**config.mk**
```make
export PLATFORM = sky130hd
export DESIGN_NAME = univ_shift_reg_flat
export DESIGN_NICKNAME = d
export VERILOG_FILES = /design/src/rtl/univ_shift_reg_pkg.sv /design/src/rtl/univ_shift_reg_if.sv /design/src/rtl/univ_shift_reg_ctrl.sv /design/src/rtl/univ_shift_reg.sv /design/src/flat_wrapper.sv
export SDC_FILE = /design/constraint.sdc
export NUM_CORES = 1
export LEC_CHECK = 0
export CORE_UTILIZATION = 41
export CTS_CLUSTER_DIAMETER = 30
export DETAILED_ROUTE_END_ITERATION = 8
export PLACE_DENSITY = 0.8
export SYNTH_ARGS = -nofsm -noshare
export SYNTH_HDL_FRONTEND = slang
export SYNTH_HIERARCHICAL = 1
export SYNTH_SLANG_ARGS = --single-unit
```
**constraint.sdc**
```tcl
create_clock -name clk -period 2 [get_ports clk]
set_clock_uncertainty 0.1 [all_clocks]
set_input_delay 0.4 -clock clk [delete_from_list [all_inputs] [get_ports clk]]
set_output_delay 0.4 -clock clk [all_outputs]
set_load 0.05 [all_outputs]
```
**src/rtl/univ_shift_reg_pkg.sv**
```systemverilog
// Shared definitions for the universal shift register: mode encodings,
// burst FSM state type and the mode-mapping helper.
// Optional rotate modes are enabled by defining UNIV_SHIFT_REG_ROTATE_EN.
package usr_pkg;

    localparam logic [1:0] MODE_SR = 2'b00;  // shift right
    localparam logic [1:0] MODE_SL = 2'b01;  // shift left
    localparam logic [1:0] MODE_RR = 2'b10;  // rotate right
    localparam logic [1:0] MODE_RL = 2'b11;  // rotate left

    typedef enum logic [1:0] {
        ST_IDLE  = 2'b00,
        ST_SHIFT = 2'b01,
        ST_DONE  = 2'b10
    } usr_state_e;

    // Maps a requested mode onto the mode the datapath actually executes.
    // Without rotate support, rotate requests fall back to the plain shift
    // in the same direction, so bit 1 is forced low.
    function automatic logic [1:0] map_mode(input logic [1:0] m);
`ifdef UNIV_SHIFT_REG_ROTATE_EN
        return m;
`else
        return m & 2'b01;
`endif
    endfunction

    // Bit 0 of the executed mode selects the left direction.
    function automatic logic is_left(input logic [1:0] m);
        return m[0];
    endfunction

endpackage

```
**src/rtl/univ_shift_reg_if.sv**
```systemverilog
// Debug/observation bundle for the universal shift register: exposes the
// burst FSM state, remaining step count and the mode currently in effect.
interface univ_shift_reg_if #(
    parameter int CNT_W = 4
);
    import usr_pkg::*;

    usr_state_e       state;
    logic [CNT_W-1:0] cnt;
    logic [1:0]       mode_eff;

    // src: driven by the register; mon: read-only observer.
    modport src (output state, output cnt, output mode_eff);
    modport mon (input state, input cnt, input mode_eff);
endinterface

```
**src/rtl/univ_shift_reg_ctrl.sv**
```systemverilog
// Burst controller for univ_shift_reg: IDLE/SHIFT/DONE FSM, step counter
// and the mode latched at burst start.
// Handshake: a burst is accepted only in IDLE when start is high and L is
// low; busy is high for exactly n cycles (one step each), then done pulses
// for one cycle with busy low, then the FSM returns to IDLE.
module usr_ctrl
    import usr_pkg::*;
#(
    parameter int CNT_W = 4
) (
    input  logic             clk,
    input  logic             rst,
    input  logic             L,
    input  logic             start,
    input  logic [CNT_W-1:0] n,
    input  logic [1:0]       mode,
    output logic             busy,
    output logic             done,
    output logic             step,
    output logic [1:0]       mode_lat,
    output usr_state_e       state,
    output logic [CNT_W-1:0] cnt
);

    localparam logic [CNT_W-1:0] CNT_ONE = {{(CNT_W-1){1'b0}}, 1'b1};

    usr_state_e       state_q, state_d;
    logic [CNT_W-1:0] cnt_q, cnt_d;
    logic [1:0]       mode_q, mode_d;

    // State, counter and latched-mode registers with synchronous reset.
    always_ff @(posedge clk) begin
        if (rst) begin
            state_q <= ST_IDLE;
            cnt_q   <= '0;
            mode_q  <= MODE_SR;
        end else begin
            state_q <= state_d;
            cnt_q   <= cnt_d;
            mode_q  <= mode_d;
        end
    end

    // Next-state, counter update and status outputs.
    always_comb begin
        state_d = state_q;
        cnt_d   = cnt_q;
        mode_d  = mode_q;
        busy    = 1'b0;
        done    = 1'b0;
        step    = 1'b0;
        case (state_q)
            ST_IDLE: begin
                // A load request outranks a burst request in the same cycle.
                if (!L && start) begin
                    if (n != '0) begin
                        state_d = ST_SHIFT;
                        cnt_d   = n;
                        mode_d  = map_mode(mode);
                    end else begin
                        state_d = ST_DONE;
                    end
                end
            end
            ST_SHIFT: begin
                busy  = 1'b1;
                step  = 1'b1;
                cnt_d = cnt_q - CNT_ONE;
                if (cnt_q == CNT_ONE) begin
                    state_d = ST_DONE;
                end
            end
            ST_DONE: begin
                done    = 1'b1;
                state_d = ST_IDLE;
            end
            default: begin
                state_d = ST_IDLE;
            end
        endcase
    end

    assign mode_lat = mode_q;
    assign state    = state_q;
    assign cnt      = cnt_q;

endmodule

```
**src/rtl/univ_shift_reg.sv**
```systemverilog
// Universal shift register with parallel load, single-step shift and
// counted burst shifting. Rotate modes exist only when
// UNIV_SHIFT_REG_ROTATE_EN is defined; otherwise rotate requests act as
// shifts in the same direction.
module univ_shift_reg
    import usr_pkg::*;
#(
    parameter int WIDTH = 8,
    parameter int CNT_W = 4
) (
    input  logic             clk,
    input  logic             rst,
    input  logic             L,
    input  logic             Sh,
    input  logic [1:0]       mode,
    input  logic             SI,
    input  logic [WIDTH-1:0] D,
    input  logic             start,
    input  logic [CNT_W-1:0] n,
    output logic [WIDTH-1:0] Q,
    output logic             SO,
    output logic             busy,
    output logic             done,
    univ_shift_reg_if.src    dbg
);

    logic [WIDTH-1:0] q_q, q_d;
    logic             step;
    logic [1:0]       mode_lat;
    logic [1:0]       mode_eff;
    usr_state_e       state;
    logic [CNT_W-1:0] cnt;
    logic             idle;
    logic             do_load;
    logic             do_step;

    usr_ctrl #(
        .CNT_W (CNT_W)
    ) u_ctrl (
        .clk      (clk),
        .rst      (rst),
        .L        (L),
        .start    (start),
        .n        (n),
        .mode     (mode),
        .busy     (busy),
        .done     (done),
        .step     (step),
        .mode_lat (mode_lat),
        .state    (state),
        .cnt      (cnt)
    );

    // Request decode: in IDLE, L beats start beats Sh; a burst owns the
    // datapath while it runs and uses the mode captured at its start.
    always_comb begin
        idle     = (state == ST_IDLE);
        mode_eff = busy ? mode_lat : map_mode(mode);
        do_load  = idle && L;
        do_step  = step || (idle && !L && !start && Sh);
    end

    // Datapath next value: load, one shift/rotate step, or hold.
    always_comb begin
        q_d = q_q;
        if (do_load) begin
            q_d = D;
        end else if (do_step) begin
            case (mode_eff)
                MODE_SL: q_d = {q_q[WIDTH-2:0], SI};
`ifdef UNIV_SHIFT_REG_ROTATE_EN
                MODE_RR: q_d = {q_q[0], q_q[WIDTH-1:1]};
                MODE_RL: q_d = {q_q[WIDTH-2:0], q_q[WIDTH-1]};
`endif
                default: q_d = {SI, q_q[WIDTH-1:1]};
            endcase
        end
    end

    // Register contents with synchronous reset.
    always_ff @(posedge clk) begin
        if (rst) begin
            q_q <= '0;
        end else begin
            q_q <= q_d;
        end
    end

    assign Q  = q_q;
    assign SO = is_left(mode_eff) ? q_q[WIDTH-1] : q_q[0];

    assign dbg.state    = state;
    assign dbg.cnt      = cnt;
    assign dbg.mode_eff = mode_eff;

endmodule

```
**src/flat_wrapper.sv**
```systemverilog
// flat-port wrapper written by rule: the top's interface ports become plain ports
module univ_shift_reg_flat import usr_pkg::*;
#(
    parameter int WIDTH = 8,
    parameter int CNT_W = 4
)
  (clk, rst, L, Sh, mode, SI, D, start, n, Q, SO, busy, done, dbg_state, dbg_cnt, dbg_mode_eff);
  univ_shift_reg_if #(.CNT_W(CNT_W)) dbg_i ();
  input  logic clk;
  input  logic rst;
  input  logic L;
  input  logic Sh;
  input  logic [1:0] mode;
  input  logic SI;
  input  logic [WIDTH-1:0] D;
  input  logic start;
  input  logic [CNT_W-1:0] n;
  output logic [WIDTH-1:0] Q;
  output logic SO;
  output logic busy;
  output logic done;
  output wire logic [$bits(dbg_i.state)-1:0] dbg_state;
  output wire logic [$bits(dbg_i.cnt)-1:0] dbg_cnt;
  output wire logic [$bits(dbg_i.mode_eff)-1:0] dbg_mode_eff;
  assign dbg_state = dbg_i.state;
  assign dbg_cnt = dbg_i.cnt;
  assign dbg_mode_eff = dbg_i.mode_eff;
  univ_shift_reg #(.WIDTH(WIDTH), .CNT_W(CNT_W)) u_core (.clk(clk), .rst(rst), .L(L), .Sh(Sh), .mode(mode), .SI(SI), .D(D), .start(start), .n(n), .Q(Q), .SO(SO), .busy(busy), .done(done), .dbg(dbg_i));
endmodule
```
==> results.yml <==
global_route:
  antenna_found_initial: 0
  grtUsageTotal_pct: 21.7
  grt_pass1_vias: 909
  grt-ovfl-total: 0
  grt_max_degree: 17
  grt_pass1_wl_microns: 4070
clocking:
  h-tree-depth: 1
  cts_tree: "yes"
  clockRootBuffer: "clkbuf_4"
  numCtsBuffers: 3
  clkSinkCount: 15
  clock_latency_ps: 290
  clk_path_buf_depth: 2
  hold_buffers: 0
  clkTransAtPathRegs_ps: 100
power:
  p_leak_uw: 0.000597
  internal_power_uw: 586
  max-vdd-ir-drop_uv: 500
  pwr-share-clk_pct: 17.9
  total_power_uw: 968
  pwr-share-seq_pct: 37.3
  p_sw_share_pct: 39.5
  p_switching_uw: 382
  comb_power_share_pct: 44.8
  power.density_mw_per_mm2: 655
yosys:
  synth_top_cells_by_count: "dfxtp_1 (15), nand2b_1 (11), nand3b_1 (9)"
  synth_ff_type: "dfxtp_1"
  synth-async-reset-ratio_pct: 0
  synth_warnings: 6
  synth_top_area_cell: "dfxtp_1"
  syn_area_sq_um: 922
  synth_edf_count: 0
  yosys-top-cells-area: "dfxtp_1 (33%), mux2i_1 (8.7%), o221ai_1 (7.6%), nand2b_1 (7.5%), nand3b_1 (7.3%)"
  synth-seq-cells: 15
  syn_avg_cell_area_sq_um: 9.22
  ys_seq_area_share_pct: 32.6
  synth_top_area_share_pct: 32.6
  yosysMostFrequentCell: "dfxtp_1"
  synthCells: 100
  ys_types: 34
  syn_nets: 122
timing:
  finalWorstSetupSlack_ps: -64.8
  timing.final.crit_share_pct: 103
  max_freq_mhz: 484
  rsz0062_at_grt: "true"
  maxSlewViolCount: 0
  fin_hold_ws_ps: 378
  finalCriticalPeriod_ps: 2060
  finalSetupViolCount: 1
  finalHoldViolCount: 0
place:
  numPortBuffers: 36
  dp.cells: 170
  placed_cell_area_sq_mm: 0.00140
  dp_hpwl_microns: 1880
  gp_congestion: 0.773
worst_setup_path:
  crit_path_start_kind: "flip-flop"
  cpPeakStageDelay_ps: 350
  critPathKind: "reg -> out"
  startpoint: "u_core/u_ctrl/state[1]"
  critPathCaptureType: "primary output"
  critPathTopFamily: "simple AND/OR/NAND/NOR gates"
  cp_slowest_cell: "dfxtp_4"
  ff2ff_path_depth: 6
  r2r_end: "u_core/u_ctrl/cnt[3]"
  required_ps: 1500
  cp_max_fo: 4
  critical_path_arrival_ps: 1560
  worstSetupPathDepth: 6
  crit_top_cell: "nand2b_4"
  crit_end: "SO"
  path_cells: "nand2b_4 -> clkinvlp_4 -> nand2b_4 -> nand2_8 -> mux2_4 -> buf_8"
  critPathBufInv: 2
  r2r_slack_ps: 270
  timing.rr.start: "u_core/u_ctrl/state[1]"
hold_path:
  hp-class: "reg -> reg"
cells_and_area:
  layout.nets: 175
  diodes: 0
  area_growth_pct: 60.2
  design_area_sq_mm: 0.00148
  layout.cells.non_filler: 179
  layout-drive-gt1-share_pct: 34.9
  nFillCells: 169
  fin_util_pct: 72.4
drt:
  viasPerCell: 5.49
  routed_wl_microns: 2590
  post_drt_wl_per_cell_microns: 14.4
  first_iter_violations: 23
  vias: 982
  postRouteAntennaNets: 0
  drt-pass1-iter-count: 4
  remaining_drc_errors: 0
floorplanning:
  dieArea_sq_mm: 0.00244
  rows: 16
  fp.coreArea_sq_mm: 0.00204
  start_util_pct: 45.2
  io_pins: 39
  die_height_microns: 49.4
  die_w_microns: 49.4
run_status:
  failed_checks: "negative setup slack"
  status: "complete, but fails checks"
job:
  cap_violations: 0
flip-flops by register name, summed over array words and instances, names as in the netlist:
signal,flops
u_core/u_ctrl/state,2
u_core/u_ctrl/cnt,4
u_core/u_ctrl/mode_lat,1
u_core/Q,8
placed cells by master (no fill, tap or decap), types with 2 or more instances in the layout:
cell | netlist | final
a211oi_1 | 3 | 3
a21oi_1 | 4 | 4
a31oi_1 | 2 | 2
buf_12 | 0 | 2
buf_4 | 2 | 31
clkbuf_4 | 0 | 3
clkdlybuf4s50_1 | 0 | 18
dfxtp_1 | 15 | 13
dfxtp_4 | 0 | 2
ha_1 | 2 | 2
inv_1 | 3 | 2
mux2i_1 | 8 | 8
nand2_1 | 8 | 6
nand2b_1 | 11 | 9
nand2b_4 | 0 | 2
nand3_1 | 2 | 2
nand3b_1 | 9 | 9
nor2_1 | 2 | 2
o21ai_0 | 2 | 2
o221ai_1 | 8 | 8
worst register-to-register path, cell delays in order, from the launching register on:
cell      delay [ps]
dfxtp_4          340
nand2b_4         150
buf_4            130
buf_4            130
or4_1            430
or3_1            330
nand3_1           80
power groups by stage:
stage	Combinational, uW	Clock [uW]	Sequential (uW)
after floorplan	162	0	462
after global placement	403	0	370
after detailed placement	411	0	371
after CTS	428	180	361
after global routing	457	197	367
final	433	173	361
kinds of logic after synthesis:
family / synth area share (%)
flops: 32.6
fa+ha+maj: 2.71
simple gates: 29.9
other cells: 0.407
mux: 9.91
buf+inv: 3.66
compound gates: 20.9
cell type report:
cell class | count | area, sq um | share of cell area (%)
clock buffers | 3 | 22.5 | 1.52
clock inverters | 1 | 5.00 | 0.339
inverters | 3 | 15.0 | 1.02
multi-input cells | 78 | 626 | 42.3
flip-flops and latches | 15 | 308 | 20.8
well taps | 27 | 33.8 | 2.29
repair buffers | 52 | 468 | 31.7
per-layer routing:
layer | GRT usage (%) | routed length, microns | share of wire (%)
met5 | 0 | 0 | 0
met4 | 4.29 | 12 | 0.46
met3 | 5.61 | 94 | 3.6
met2 | 37.4 | 1270 | 49
met1 | 27.1 | 1210 | 47
worst min path at each step:
| stage | start | endpoint | slack, ps | cells past startpoint |
|---|---|---|---|---|
| after floorplan | u_core/u_ctrl/mode_lat[0] | u_core/u_ctrl/mode_lat[0] | 350 | 2 |
| after global placement | u_core/u_ctrl/mode_lat[0] | u_core/u_ctrl/mode_lat[0] | 350 | 2 |
| after detailed placement | u_core/u_ctrl/mode_lat[0] | u_core/u_ctrl/mode_lat[0] | 360 | 2 |
| after CTS | u_core/u_ctrl/mode_lat[0] | u_core/u_ctrl/mode_lat[0] | 380 | 2 |
| after global routing | u_core/u_ctrl/mode_lat[0] | u_core/u_ctrl/mode_lat[0] | 410 | 2 |
| final | u_core/u_ctrl/mode_lat[0] | u_core/u_ctrl/mode_lat[0] | 380 | 2 |
metrics by stage:
| step | setup WS, ps | TNS, ps |
|---|---|---|
| 4_1_cts | -74.8 | -74.8 |
| 6_report | -64.8 | -64.8 |
| 5_1_grt | -118 | -155 |
| 3_5_place_dp | -76.5 | -82.2 |
| 3_3_place_gp | -41.1 | -54.4 |
| 2_1_floorplan | -244 | -441 |
repair_timing:
action,4_1_cts,5_1_grt
cloned,0,0
buffers inserted,4,1
gates resized for setup,3,0
setup endpoints to repair,1,2
Note: power is estimated with default switching activity, not from simulation.
